--- config.mk ---
export PLATFORM = sky130hd
export DESIGN_NAME = opb_register_simulink2ppc_capture
export DESIGN_NICKNAME = d
export VERILOG_FILES = /design/src/rtl/opb_register_simulink2ppc_capture.sv
export SDC_FILE = /design/constraint.sdc
export NUM_CORES = 1
export LEC_CHECK = 0
export CORE_ASPECT_RATIO = 0.8
export CORE_UTILIZATION = 56
export DETAILED_ROUTE_END_ITERATION = 10
export DONT_BUFFER_PORTS = 1
export MAX_ROUTING_LAYER = met4
export PLACE_DENSITY = 0.78
export SYNTH_ARGS = -nofsm -noshare
export SYNTH_HDL_FRONTEND = slang
export SYNTH_SLANG_ARGS = --single-unit
--- constraint.sdc ---
create_clock -name OPB_Clk -period 1.8 [get_ports OPB_Clk]
set_input_delay 0.27 -clock OPB_Clk [delete_from_list [all_inputs] [get_ports OPB_Clk]]
set_output_delay 0.27 -clock OPB_Clk [all_outputs]
set_load 0.1 [all_outputs]
--- src/rtl/opb_register_simulink2ppc_capture.sv ---
// OPB slave returning user-logic data to the PPC: captures a word on a
// user strobe, with sticky new-data flag and saturating overrun counter.
// Params: C_BASEADDR/C_HIGHADDR window, C_OPB_AWIDTH/DWIDTH, C_FAMILY.
// Ports: OPB_* slave inputs, Sl_* slave outputs, user_data_in/valid.
// Word map: 0 data, 1 {ovr_cnt,new_flag}, 2 timestamp, 3 zero.
// Optional: OPB_REG_S2P_TIMESTAMP_EN adds a cycle counter read at word2.
module opb_register_simulink2ppc_capture #(
  parameter logic [31:0] C_BASEADDR   = 32'h01060B00,
  parameter logic [31:0] C_HIGHADDR   = 32'h01060BFF,
  parameter int          C_OPB_AWIDTH = 32,
  parameter int          C_OPB_DWIDTH = 32,
  parameter string       C_FAMILY     = "virtex5"
) (
  input  logic                    OPB_Clk,
  input  logic                    OPB_Rst,
  input  logic [0:C_OPB_AWIDTH-1] OPB_ABus,
  input  logic [0:3]              OPB_BE,
  input  logic [0:C_OPB_DWIDTH-1] OPB_DBus,
  input  logic                    OPB_RNW,
  input  logic                    OPB_select,
  input  logic                    OPB_seqAddr,
  output logic [0:C_OPB_DWIDTH-1] Sl_DBus,
  output logic                    Sl_xferAck,
  output logic                    Sl_errAck,
  output logic                    Sl_retry,
  output logic                    Sl_toutSup,
  input  logic [31:0]             user_data_in,
  input  logic                    user_data_valid
);

  typedef enum logic [1:0] {IDLE, ACK, DESEL} state_t;

  localparam bit unused_family = (C_FAMILY != "");

  state_t      state;
  logic [1:0]  acc_word;
  logic        acc_rnw;
  logic [31:0] data_reg;
  logic        new_flag;
  logic [7:0]  ovr_cnt;
  logic [31:0] rdata;
  logic [1:0]  word;
  logic        hit;
  logic        rd0_done;
  logic        ovr_clr;
  logic        unused_ok;

  assign unused_ok = ^{OPB_BE, OPB_seqAddr,
                       OPB_DBus[0:C_OPB_DWIDTH-2]};

  assign Sl_errAck  = 1'b0;
  assign Sl_retry   = 1'b0;
  assign Sl_toutSup = 1'b0;

  assign word = OPB_ABus[28:29];
  assign hit  = OPB_select
             && (OPB_ABus >= C_BASEADDR)
             && (OPB_ABus <= C_HIGHADDR);

  // Side effects land at the end of the ack cycle, so a strobe in that
  // cycle coincides with them while the read data is already registered.
  assign rd0_done = (state == ACK) && acc_rnw
                 && (acc_word == 2'd0);
  assign ovr_clr  = (state == ACK) && !acc_rnw
                 && (acc_word == 2'd1) && OPB_DBus[C_OPB_DWIDTH-1];

`ifdef OPB_REG_S2P_TIMESTAMP_EN
  logic [31:0] ts_cnt;
  logic [31:0] ts_reg;

  always_ff @(posedge OPB_Clk or negedge OPB_Rst) begin
    if (!OPB_Rst) begin
      ts_cnt <= '0;
      ts_reg <= '0;
    end else begin
      ts_cnt <= ts_cnt + 32'd1;
      if (user_data_valid) ts_reg <= ts_cnt;
    end
  end
`endif

  always_comb begin
    rdata = '0;
    unique case (word)
      2'd0: rdata = data_reg;
      2'd1: rdata = {23'b0, ovr_cnt, new_flag};
`ifdef OPB_REG_S2P_TIMESTAMP_EN
      2'd2: rdata = ts_reg;
`else
      2'd2: rdata = '0;
`endif
      default: rdata = '0;
    endcase
  end

  always_ff @(posedge OPB_Clk or negedge OPB_Rst) begin
    if (!OPB_Rst) begin
      state      <= IDLE;
      Sl_xferAck <= 1'b0;
      Sl_DBus    <= '0;
      acc_word   <= '0;
      acc_rnw    <= 1'b0;
    end else begin
      Sl_xferAck <= 1'b0;
      Sl_DBus    <= '0;
      unique case (state)
        IDLE: if (hit) begin
          state      <= ACK;
          Sl_xferAck <= 1'b1;
          Sl_DBus    <= OPB_RNW ? rdata : '0;
          acc_word   <= word;
          acc_rnw    <= OPB_RNW;
        end
        ACK: state <= DESEL;
        DESEL: if (!OPB_select) state <= IDLE;
        default: state <= IDLE;
      endcase
    end
  end

  // A strobe coinciding with a word0 read keeps the flag set and is not
  // an overrun: the read consumed the previous word.
  always_ff @(posedge OPB_Clk or negedge OPB_Rst) begin
    if (!OPB_Rst) begin
      data_reg <= '0;
      new_flag <= 1'b0;
      ovr_cnt  <= '0;
    end else begin
      if (user_data_valid) begin
        data_reg <= user_data_in;
        new_flag <= 1'b1;
      end else if (rd0_done) begin
        new_flag <= 1'b0;
      end
      if (ovr_clr)
        ovr_cnt <= '0;
      else if (user_data_valid && new_flag && !rd0_done
               && (ovr_cnt != 8'hFF))
        ovr_cnt <= ovr_cnt + 8'd1;
    end
  end

endmodule

### Word level (Yosys, flattened, before mapping)

Index checks and enable logic that the tools add are counted.

* register bits after elaboration: 79
* word-level logic and storage cells: 50
* output and inout bits: 36
* input bits: 106

* mux-type cells: 13
* reductions and logical operators: 19
* add/sub/neg operators: 1
* equality and inequality tests: 7
* order comparisons: 2

Operator list (count)
* $mux 32: 3
* $pmux 32 s2: 1
* $ge 32x25->1 const B: 1
* $le 32x25->1 const B: 1
* $mux 8: 2
* $logic_and 1x1->1: 10
* $add 8x1->8 const B: 1
* $ne 8x8->1 const B: 1
* $eq 2x1->1 const B: 3
* $logic_not 2->1: 3
* $pmux 2 s3: 1
* $mux 1: 4
* $mux 2: 2
* $ne 2x2->1 const B: 2
* $reduce_and 2->1: 2
* $reduce_bool 2->1: 2
* $eq 2x2->1 const B: 1
* $logic_not 1->1: 2

### Depth between registers and ports, before layout

Gate-level depths: netlist of run 1.

* depth in word-level cells: 8
* mapped depth: 6
* depth with buffers taken out: 5

### Least setup slack after synthesis of run 1

OpenSTA, ideal clock, no wires.

* path type: register to register
* start: reg ovr_cnt[0]
* end: reg ovr_cnt[7]
* data required time: 1.716 ns
* clock period less this slack: 1.771 ns
* stages on the path, launching flop included: 7
* slack: 0.029 ns
* arrival: 1.687 ns
* path buffers: 1
* library setup time: 0.084 ns
* cell sequence: dfrtp_1 -> ha_1 -> and3_1 -> nor2b_1 -> clkbuf_1 -> or4_1 -> a21boi_0

* longest elaborated chain between the ends: 3
* elaborated cells on any way between the ends: 6
* classes of those cells: add/sub (1); eq/ne (1); mux (2); reduce/logical (2)

Ends and longest elaborated chain
* start, declared: line 40 `logic [7:0] ovr_cnt;`
* start signal, assigned: line 139 `ovr_cnt <= ovr_cnt + 8'd1;`
* $add 8x1->8 / $ne 8x8->1 (equally long branches): line 139, 138
* $mux 8 / $logic_and 1x1->1 (equally long branches): line 137, 138
* $mux 8 / $reduce_bool 2->1 (equally long branches)

Several ways; a longest one is shown, not always the timed one. The select of a mux whose other input is x is not followed.
A chain may end at the register's enable or synchronous reset.

### Final worst setup path of run 1

Ends and elaborated chain as after synthesis.

==> run summary, run 1 <==
Initial antenna violation count - 0
# rows - 23
Most common cell after layout, fill and taps aside - dfrtp_1
Netlist cell types - 36
FFs w/ async S/R, synth - 1.00
Routed len/inst - 16.6 µm
Finished Cell Area - 3730 µm²
Failing checks - hold timing
Post-Route Setup TNS - 0 ns
Die Y - 68.9 µm
HPWL after detailed placement - 3.94 mm
Routed Antenna Nets - 0
Drt drc - 0
Worst path slowest cell - or4_1
CTS buffer count - 9
Routed Wire Length - 5.88 mm
I/O pin total - 142
Global placement routability congestion - 0.852
Max-slew violations - 0
Port bufs - 0
Critical path peak fanout - 9
Max Fclk - 0.574 GHz
FF-to-FF setup slack - 0.06 ns
Largest net degree at the start of global routing - 80
Register area share after synthesis - 0.630
Width of the die - 85.7 µm
Worst R2R End - ovr_cnt[7]$_DFFE_PN0P_
WS Path Type - flop to flop
Min Tclk post-route - 1.74 ns
Yosys top cell area share - 0.630
Cell Area, Placed - 3480 µm²
CTS Sinks - 79
PD cells - 998 nW/µm²
Worst Setup Start Kind - flop
Layout cell share with drive strength beyond 1 - 0.341
Leakage - 1.76 nW
Critical Path Max Stage Delay - 0.46 ns
Worst skew pair latency - 0.35 ns
Crit path DAT - 2.01 ns
CTS tree - yes
Initial core utilization - 0.602
Hold Crit Class - primary input to asynchronous set/reset pin
First-pass GRT wire length - 9.13 mm
Via count - 1898
Critical path required time - 2.07 ns
Most frequent cells in the layout - dfrtp_1, buf_4, mux2_2, and2_1
Overflow after GRT - 0
Clk pin slew, worst setup/hold paths - 0.08 ns
Root Driver - clkbuf_8
Primary FF master, synth - dfrtp_1
Post-synth EDFFs - 0
DRT iter0 DRCs - 72
Final Net Count - 381
Synth-to-layout area growth - 18.8%
First-pass detailed-route iteration total - 4
Antenna cell count - 0
Via/cell ratio - 5.36
Avg Cell Area, Syn - 13.5 µm²
Status - finished with violations
Peak VDD IR - 0.641 mV
Skew final - 0.00605 ns
FF+latch count, synth - 79
CTS Buffer Depth - 2
Worst hold margin - -0.389 ns
Top area cells in the synthesized netlist - dfrtp_1, mux2_2, and2_1
Final period util - 0.968
Ys Warns - 0
Crit. End Element - flop
Place WS - 0.0255 ns
Gate count of the mapped netlist - 232
Synth Cell Area - 3140 µm²
Final Hold Viols - 79
Core Footprint - 5210 µm²
Number of max-cap violations - 0
Final WS setup - 0.0569 ns
Buf/Inv on CP - 0
H-tree depth - 3
Number of global-route vias before repair - 1904
RSZ-0062 raised after global routing - false
Final setup fails - 0
Reg2reg path depth - 5
Die Footprint - 5910 µm²
Crit-path leading delay family - simple AND/OR/NAND/NOR gates
CP Cell Sequence - ha_1 -> and3_1 -> nor2b_2 -> or4_1 -> a21boi_0
Synth area leader - dfrtp_1
GR Util All Layers - 0.223
Reg-to-reg startpoint - ovr_cnt[0]$_DFFE_PN0P_
## logic make-up after synthesis
| logic type | after synthesis | share of synthesized area |
|---|---|---|
| AOI/OAI and AO/OA | 17 | 0.0379 |
| and+or+nand+nor | 74 | 0.147 |
| adders and majority gates | 1 | 0.00399 |
| buffers and inverters | 16 | 0.0255 |
| other | 1 | 0.00120 |
| muxes | 44 | 0.154 |
| DFF | 79 | 0.630 |
## where the power goes
| part | total, mW | switching [mW] | leakage, nW | internal [mW] |
|---|---|---|---|---|
| registers | 2.00 | 0.0981 | 1.01 | 1.90 |
| logic | 0.293 | 0.128 | 0.640 | 0.165 |
| clock network | 1.43 | 0.612 | 0.110 | 0.819 |
| total | 3.72 | 0.838 | 1.76 | 2.88 |
## final cells by class
class	count	area, µm²
Sequential cell	79	1980
Fill cell	344	1480
Multi-Input combinational cell	139	1090
Timing Repair Buffer	42	330
Clock buffer	11	141
Tap cell	75	93.8
Clock inverter	5	81.3
Inverter	3	11.3
## worst reg2reg max path: stages, from the launching register on
cell,delay [ns]
dfrtp_1,0.39
ha_1,0.23
and3_1,0.20
nor2b_2,0.20
or4_1,0.47
a21boi_0,0.18
## Yosys cell counts (2+ instances only)
library cell and count:
clkbuf_1 7, or4_1 3, mux2i_1 10, and2_1 25, nand2_1 9, mux2_2 34
inv_1 3, buf_4 5, a21boi_0 5, nand3_1 6, or3_1 2, o31ai_1 3
dfrtp_1 79, nand4b_1 3, nor4_1 3, o21ai_0 4, nor4b_1 2, nor2b_1 2
nand2b_1 2, nor2_1 9
## what timing repair did
action	4_1_cts	5_1_grt
setup buffers	0	1
gates resized for setup	0	2
setup endpoints to repair	0	3
endpoints found under the hold margin	79	80
## how the worst max path moves through the flow
stage	from	to	slack (ns)	depth (start not counted)
floorplan	ovr_cnt[0]$_DFFE_PN0P_	ovr_cnt[7]$_DFFE_PN0P_	0.03	6
global placement	OPB_ABus[15]	acc_rnw$_DFFE_PN0P_	0.03	4
detailed placement	OPB_ABus[15]	acc_rnw$_DFFE_PN0P_	0.03	4
CTS	ovr_cnt[0]$_DFFE_PN0P_	ovr_cnt[7]$_DFFE_PN0P_	0.03	5
global route	ovr_cnt[0]$_DFFE_PN0P_	ovr_cnt[7]$_DFFE_PN0P_	0.001	5
finish	ovr_cnt[0]$_DFFE_PN0P_	ovr_cnt[7]$_DFFE_PN0P_	0.06	5
## per-stage QoR
step	utilization	total power, mW	hold slack, ns	cells
after global placement	0.669	2.29	-0.0241	336
after floorplan	-	2.25	-0.0256	234
after CTS	0.711	3.75	-0.407	352
after global routing	0.715	3.87	-0.419	354
after detailed placement	0.669	2.32	-0.0240	336
final	0.715	3.72	-0.389	354
## metal layers
metal	vias up	wire [µm]	global-route usage
li1	893	-	-
met1	918	2520	0.257
met2	82	2880	0.368
met3	5	416	0.0857
met4	0	57	0.0688
met5	-	0	-
Power figures use the tool's default switching activity.
==> run 2, diff against run 1 <==
--- a/config.mk
+++ b/config.mk
@@ -5,10 +5,11 @@
 export SDC_FILE = /design/constraint.sdc
 export NUM_CORES = 1
 export LEC_CHECK = 0
-export CORE_ASPECT_RATIO = 0.8
 export CORE_UTILIZATION = 56
+export CTS_CLUSTER_SIZE = 20
 export DETAILED_ROUTE_END_ITERATION = 10
 export DONT_BUFFER_PORTS = 1
+export HOLD_SLACK_MARGIN = 0.05
 export MAX_ROUTING_LAYER = met4
 export PLACE_DENSITY = 0.78
 export SYNTH_ARGS = -nofsm -noshare
==> run 2 against run 1 <==
Compared with the run above:
- the run still ends with hold timing left
- first-iteration DRC count up 68%
- routed wire length down 3.6%
- fmax up 1.4%
- sequential cell count unchanged
- sequential share of layout area up 0.39 points
- sequential power about the same
- critical path depth down 1
- combinational power down 3%
- final cell count down 2.0%
- largest cell class unchanged
- highest routed layer unchanged
==> run summary, run 2 (synthesized netlist as in run 1, its figures left out) <==
Drt drc - 0 (unchanged)
Worst Setup Start Kind - flop
Crit. End Element - flop
Initial core utilization - 0.599 (-0.00331)
CP Cell Sequence - nor3b_1 -> a31o_2 -> or4_1 -> a21boi_0
Logic pwr share - 0.079 (about the same)
Global placement routability congestion - 0.860 (+0.95%)
I/O pin total - 142 (unchanged)
PD cells - 977 nW/µm² (-2.1%)
CP startpoint - state[0]$_DFFE_PN0P_
Cell-internal power - 2.78 mW (-3.7%)
Max Fclk - 0.582 GHz (+1.4%)
Most common cell after layout, fill and taps aside - dfrtp_1
Post-Route Setup TNS - 0 ns (unchanged)
Routed Antenna Nets - 0 (unchanged)
Peak VDD IR - 0.583 mV (-9.0%)
Final Hold Viols - 79 (unchanged)
First-pass GRT wire length - 9.20 mm (+0.83%)
Critical path required time - 2.06 ns (about the same)
Worst hold margin - -0.395 ns (-0.00592 ns)
Via/cell ratio - 5.54 (+3.4%)
Crit-path leading delay family - simple AND/OR/NAND/NOR gates
Critical Path Max Stage Delay - 0.51 ns (+0.05 ns)
Final period util - 0.955 (-0.0136)
Worst path depth - 4 (-1)
Via count - 1924 (+1.4%)
Antenna cell count - 0 (unchanged)
RSZ-0062 raised after global routing - false
Worst skew pair latency - 0.34 ns (about the same)
Most frequent cells in the layout - dfrtp_1, buf_4, mux2_2, and2_1, clkbuf_8
DRT iter0 DRCs - 121 (+68%)
Critical path peak fanout - 12 (+3)
Place WS - 0.0187 ns (-0.00677 ns)
# rows - 26 (+13%)
Critical Path End - ovr_cnt[3]$_DFFE_PN0P_
Failing checks - hold timing
Status - finished with violations
Final WS setup - 0.0813 ns (+0.0245 ns)
Final Net Count - 380 (-0.26%)
Worst path slowest cell - or4_1
Hold Crit Class - primary input to asynchronous set/reset pin
GR Util All Layers - 0.216 (-0.00634)
Leakage - 1.75 nW (-0.80%)
Net Switching - 0.837 mW (about the same)
Width of the die - 76.8 µm (-10%)
Clk pwr share - 0.369 (-0.016)
Synth-to-layout area growth - 17.9%
Worst R2R End - ovr_cnt[3]$_DFFE_PN0P_
WS Path Type - flop to flop
HPWL after detailed placement - 3.77 mm (-4.1%)
Reg-to-reg startpoint - state[0]$_DFFE_PN0P_
FF-to-FF setup slack - 0.08 ns (+0.02 ns)
CTS tree - yes
Crit path DAT - 1.98 ns (-0.03 ns)
Sequential Power Share - 0.553 (+0.016)
Inst Count DP - 330 (-1.8%)
Fillers - 381 (+11%)
Cell Area, Placed - 3470 µm² (-0.40%)
Initial antenna violation count - 0 (unchanged)
Cts hold-fix bufs - 1
Clk pin slew, worst setup/hold paths - 0.08 ns (about the same)
H-tree depth - 3 (unchanged)
Die Y - 76.8 µm (+11%)
Switch share - 0.232 (+0.00656)
Buf/Inv on CP - 0 (unchanged)
Finished Cell Area - 3700 µm² (-0.74%)
Root Driver - clkbuf_8
Largest net degree at the start of global routing - 80 (unchanged)
CTS buffer count - 9 (unchanged)
Port bufs - 0 (unchanged)
Reg2reg path depth - 4 (-1)
Final Non-Filler Cells - 347 (-2.0%)
Final setup fails - 0 (unchanged)
CTS Sinks - 79 (unchanged)
Skew final - 0.00655 ns (+0.000503 ns)
Core Footprint - 5240 µm² (+0.55%)
Number of max-cap violations - 0 (unchanged)
Max-slew violations - 0 (unchanged)
Overflow after GRT - 0 (unchanged)
Layout cell share with drive strength beyond 1 - 0.343 (+0.00246)
Routed len/inst - 16.3 µm (-1.6%)
CTS Buffer Depth - 2 (unchanged)
First-pass detailed-route iteration total - 4 (unchanged)
Routed Wire Length - 5.67 mm (-3.6%)
Number of global-route vias before repair - 1922 (+0.95%)
Die Footprint - 5900 µm² (about the same)
Min Tclk post-route - 1.72 ns (-0.0245 ns)
## run 2: cell types whose count changed in the layout (fill, tap and decap cells not counted), sizes merged
cell    before  now
bufinv       2    1
buf         41   40
## run 2: layout make-up
class,instances,area (µm²),share of cell area
Sequential cell,79,1980,0.535
Multi-Input combinational cell,139,1090,0.296
Timing Repair Buffer,41,323,0.0873
Clock buffer,11,151,0.0409
Tap cell,70,87.6,0.0237
Clock inverter,4,55.1,0.0149
Inverter,3,11.3,0.00304
## run 2: metrics by stage
stage          power, mW  hold WS [ns]   util
6_report            3.61        -0.395  0.706
5_1_grt             3.76        -0.408  0.706
4_1_cts             3.64        -0.410  0.704
3_5_place_dp        2.30       -0.0246  0.662
3_3_place_gp        2.28       -0.0243  0.662
2_1_floorplan       2.25       -0.0256      -
## run 2: how the worst min path moves through the flow
stage / endpoint / slack, ns / start
final: data_reg[24]$_DFFE_PN0P_ / -0.40 / OPB_Rst
after global routing: data_reg[24]$_DFFE_PN0P_ / -0.41 / OPB_Rst
after CTS: data_reg[24]$_DFFE_PN0P_ / -0.41 / OPB_Rst
after detailed placement: data_reg[24]$_DFFE_PN0P_ / -0.02 / OPB_Rst
after global placement: data_reg[26]$_DFFE_PN0P_ / -0.02 / OPB_Rst
after floorplan: Sl_DBus[0]$_DFF_PN0_ / -0.03 / OPB_Rst
## run 2: what timing repair did
item,in CTS,in global routing
endpoints found under the hold margin,80,79
buffers inserted,0,1
resized for setup,1,3
endpoints found under the setup margin,1,3
## run 2: metal layers
layer,GRT usage,share of wire,up-vias
met5,-,0,-
met4,0.127,0.020,0
met3,0.0536,0.068,8
met2,0.350,0.51,75
met1,0.243,0.41,956
li1,-,-,885
## run 2: power by group through the flow
stage / sequential (mW) / clock (mW) / combinational (mW)
2_1_floorplan: 2.00 / 0 / 0.250
3_3_place_gp: 2.02 / 0 / 0.254
3_5_place_dp: 2.03 / 0 / 0.268
4_1_cts: 2.00 / 1.37 / 0.271
5_1_grt: 2.02 / 1.43 / 0.315
6_report: 2.00 / 1.33 / 0.284
==> run 3, diff against run 2 <==
--- a/config.mk
+++ b/config.mk
@@ -5,13 +5,13 @@
 export SDC_FILE = /design/constraint.sdc
 export NUM_CORES = 1
 export LEC_CHECK = 0
-export CORE_UTILIZATION = 56
-export CTS_CLUSTER_SIZE = 20
+export ABC_AREA = 1
+export CORE_UTILIZATION = 57
 export DETAILED_ROUTE_END_ITERATION = 10
 export DONT_BUFFER_PORTS = 1
 export HOLD_SLACK_MARGIN = 0.05
 export MAX_ROUTING_LAYER = met4
-export PLACE_DENSITY = 0.78
+export PLACE_DENSITY = 0.79
 export SYNTH_ARGS = -nofsm -noshare
 export SYNTH_HDL_FRONTEND = slang
 export SYNTH_SLANG_ARGS = --single-unit
==> run 3 against run 2 <==
Compared with the run above:
- the run still ends with hold timing left
- clock power up 8%
- final cell count is 60% higher
- sequential power about the same
- synthesized area increased by 13%
- die area is 11% higher
- via count increased by 46%
- clock skew up 0.0033 ns
- first-iteration DRC count is 76% higher
- count of clock-buffer cells in the layout is 1 lower
- utilization rose by 3.0 points
- setup slack better by 0.13 ns
- largest power group unchanged
- highest routed layer unchanged
==> run summary, run 3 <==
FF+latch count, synth - 79 (unchanged)
Worst hold margin - -0.385 ns (+0.00982 ns)
WS Path Type - flop to flop
FFs w/ async S/R, synth - 1.00 (unchanged)
Most frequent cells in the layout - nand2_1, dfrtp_1, inv_1, dlygate4sd3_1, buf_4
Hold Crit Class - primary input to asynchronous set/reset pin
Post-synth EDFFs - 0 (unchanged)
Final Hold Viols - 79 (unchanged)
Die Footprint - 6550 µm² (+11%)
Critical Path End - ovr_cnt[1]$_DFFE_PN0P_
Top area cells in the synthesized netlist - dfrtp_1, nand2_1, inv_1
Max-slew violations - 0 (unchanged)
Netlist cell types - 25 (-31%)
Overflow after GRT - 0 (unchanged)
Routed Antenna Nets - 0 (unchanged)
Routed len/inst - 13.7 µm (-16%)
Crit path DAT - 1.87 ns (-0.11 ns)
First-pass GRT wire length - 12.0 mm (+30%)
Antenna cell count - 0 (unchanged)
CTS buffer count - 9 (unchanged)
# rows - 28 (+7.7%)
Die Y - 80.9 µm (+5.3%)
Avg Cell Area, Syn - 8.71 µm² (-36%)
Most frequent cell after synthesis - nand2_1
Final setup fails - 0 (unchanged)
Via/cell ratio - 5.05 (-8.9%)
Finished Cell Area - 4380 µm² (+19%)
Core Footprint - 5960 µm² (+14%)
Reg2reg path depth - 8 (+4)
Number of global-route vias before repair - 2603 (+35%)
Critical path required time - 2.08 ns (+0.02 ns)
CP startpoint - ovr_cnt[0]$_DFFE_PN0P_
Skew final - 0.00985 ns (+0.00330 ns)
PD cells - 879 nW/µm² (-10%)
H-tree depth - 3 (unchanged)
Peak VDD IR - 0.666 mV (+14%)
Setup Fix Bufs, Post-CTS - 0 (unchanged)
Synth Cell Area - 3550 µm² (+13%)
Clk pin slew, worst setup/hold paths - 0.09 ns (about the same)
Final period util - 0.882 (-0.0723)
Initial core utilization - 0.596 (-0.00247)
Cell Area, Placed - 3790 µm² (+9.4%)
Drt drc - 0 (unchanged)
Worst skew pair latency - 0.35 ns (about the same)
CTS Buffer Depth - 2 (unchanged)
Worst slew pin tran - 0.734 ns
Register area share after synthesis - 0.557 (-0.0737)
I/O pin total - 142 (unchanged)
Layout cell share with drive strength beyond 1 - 0.194 (-0.149)
Max Fclk - 0.630 GHz (+8.2%)
Primary FF master, synth - dfrtp_1
Reg-to-reg startpoint - ovr_cnt[0]$_DFFE_PN0P_
CTS Sinks - 79 (unchanged)
Min Tclk post-route - 1.59 ns (-0.130 ns)
Initial antenna violation count - 0 (unchanged)
GR Util All Layers - 0.259 (+0.0426)
Most common cell after layout, fill and taps aside - nand2_1
Yosys top cell area share - 0.557 (-0.0737)
Status - finished with violations
Global placement routability congestion - 0.978 (+14%)
First-pass detailed-route iteration total - 4 (unchanged)
HPWL after detailed placement - 4.71 mm (+25%)
RSZ-0062 raised after global routing - false
Ys Warns - 0 (unchanged)
Post-Route Setup TNS - 0 ns (unchanged)
Worst R2R End - ovr_cnt[1]$_DFFE_PN0P_
Crit. End Element - flop
Worst Setup Start Kind - flop
Slew headroom - 0.510
Width of the die - 80.9 µm (+5.3%)
Failing checks - hold timing
Largest net degree at the start of global routing - 80 (unchanged)
FF-to-FF setup slack - 0.21 ns (+0.13 ns)
Fillers - 424 (+11%)
Leakage - 2.26 nW (+29%)
Synth area leader - dfrtp_1
Synth-to-layout area growth - 23.4%
Number of max-cap violations - 0 (unchanged)
Gate count of the mapped netlist - 408 (+76%)
Root Driver - clkbuf_8
Critical path peak fanout - 10 (-2)
Via count - 2804 (+46%)
Most instantiated cells after synthesis - nand2_1, dfrtp_1, inv_1
Routed Wire Length - 7.58 mm (+34%)
DRT iter0 DRCs - 213 (+76%)
Final Net Count - 582 (+53%)
Port bufs - 0 (unchanged)
CTS tree - yes
[run 3: cell count changes in the layout (fill, tap and decap cells not counted), moves of 22 or more]
cell	previous run	this run
nand2_1	9	150
inv_1	3	45
dlygate4sd3_1	1	35
mux2_2	34	0
and2_1	25	1
nand3_1	6	28
[run 3: repair_timing]
| item | CTS | global route |
|---|---|---|
| hold endpoints to repair | 109 | 83 |
| endpoints found under the setup margin | 0 | 0 |
| hold buffers | 31 | 5 |
| gates resized for setup | 0 | 0 |
[run 3: cell type report]
class / count / area [µm²] / share of cell area
Tap cell: 75 / 93.8 / 0.0214
Multi-Input combinational cell: 264 / 1250 / 0.285
Sequential cell: 79 / 1980 / 0.451
Clock inverter: 6 / 92.6 / 0.0211
Clock buffer: 10 / 128 / 0.0291
Inverter: 49 / 189 / 0.0431
Timing Repair Buffer: 72 / 653 / 0.149
[run 3: cell families after synthesis]
logic type / count (synthesis) / share of synthesized area
xor+xnor: 3 / 0.00740
fa+ha+maj: 1 / 0.00352
other cells: 1 / 0.00106
flops: 79 / 0.557
compound gates: 19 / 0.0282
buf+inv: 67 / 0.0933
simple gates: 238 / 0.310
[run 3: worst max-delay path: stages (launching register included)]
cell and delay [ns]:
dfrtp_1 0.44, ha_1 0.25, nand3_1 0.17, inv_2 0.05, nand2_1 0.07, nand3_2 0.19, inv_1 0.19, nand3_1 0.09
nand2_1 0.07
[run 3: worst min-delay path by stage]
stage	from	endpoint	slack, ns	cells past startpoint
2_1_floorplan	OPB_Rst	Sl_DBus[0]$_DFF_PN0_	-0.03	0
3_3_place_gp	OPB_Rst	Sl_xferAck$_DFF_PN0_	-0.02	0
3_5_place_dp	OPB_Rst	Sl_xferAck$_DFF_PN0_	-0.02	0
4_1_cts	OPB_Rst	data_reg[29]$_DFFE_PN0P_	-0.41	0
5_1_grt	OPB_Rst	Sl_DBus[18]$_DFF_PN0_	-0.42	0
6_report	OPB_Rst	Sl_DBus[19]$_DFF_PN0_	-0.39	0
[run 3: layer usage]
metal	wire [µm]	global-route usage	part of all wire	vias to the layer above
li1	-	-	-	1356
met1	2880	0.322	0.38	1316
met2	3990	0.412	0.53	119
met3	558	0.0506	0.074	13
met4	148	0.113	0.020	0
met5	0	-	0	-
[run 3: through the flow]
step	util	power [mW]	cells	hold WS, ns	worst slack, ns
floorplan	-	2.31	410	-0.0256	0.472
global placement	0.637	2.33	503	-0.0218	0.298
detailed placement	0.637	2.36	503	-0.0229	0.243
CTS	0.728	3.85	550	-0.407	0.225
global route	0.736	4.04	555	-0.418	0.0500
finish	0.736	3.85	555	-0.385	0.212
[run 3: where the power goes]
| group | internal, mW | switching, mW |
|---|---|---|
| combinational | 0.177 | 0.249 |
| clock | 0.788 | 0.649 |
| sequential | 1.88 | 0.107 |
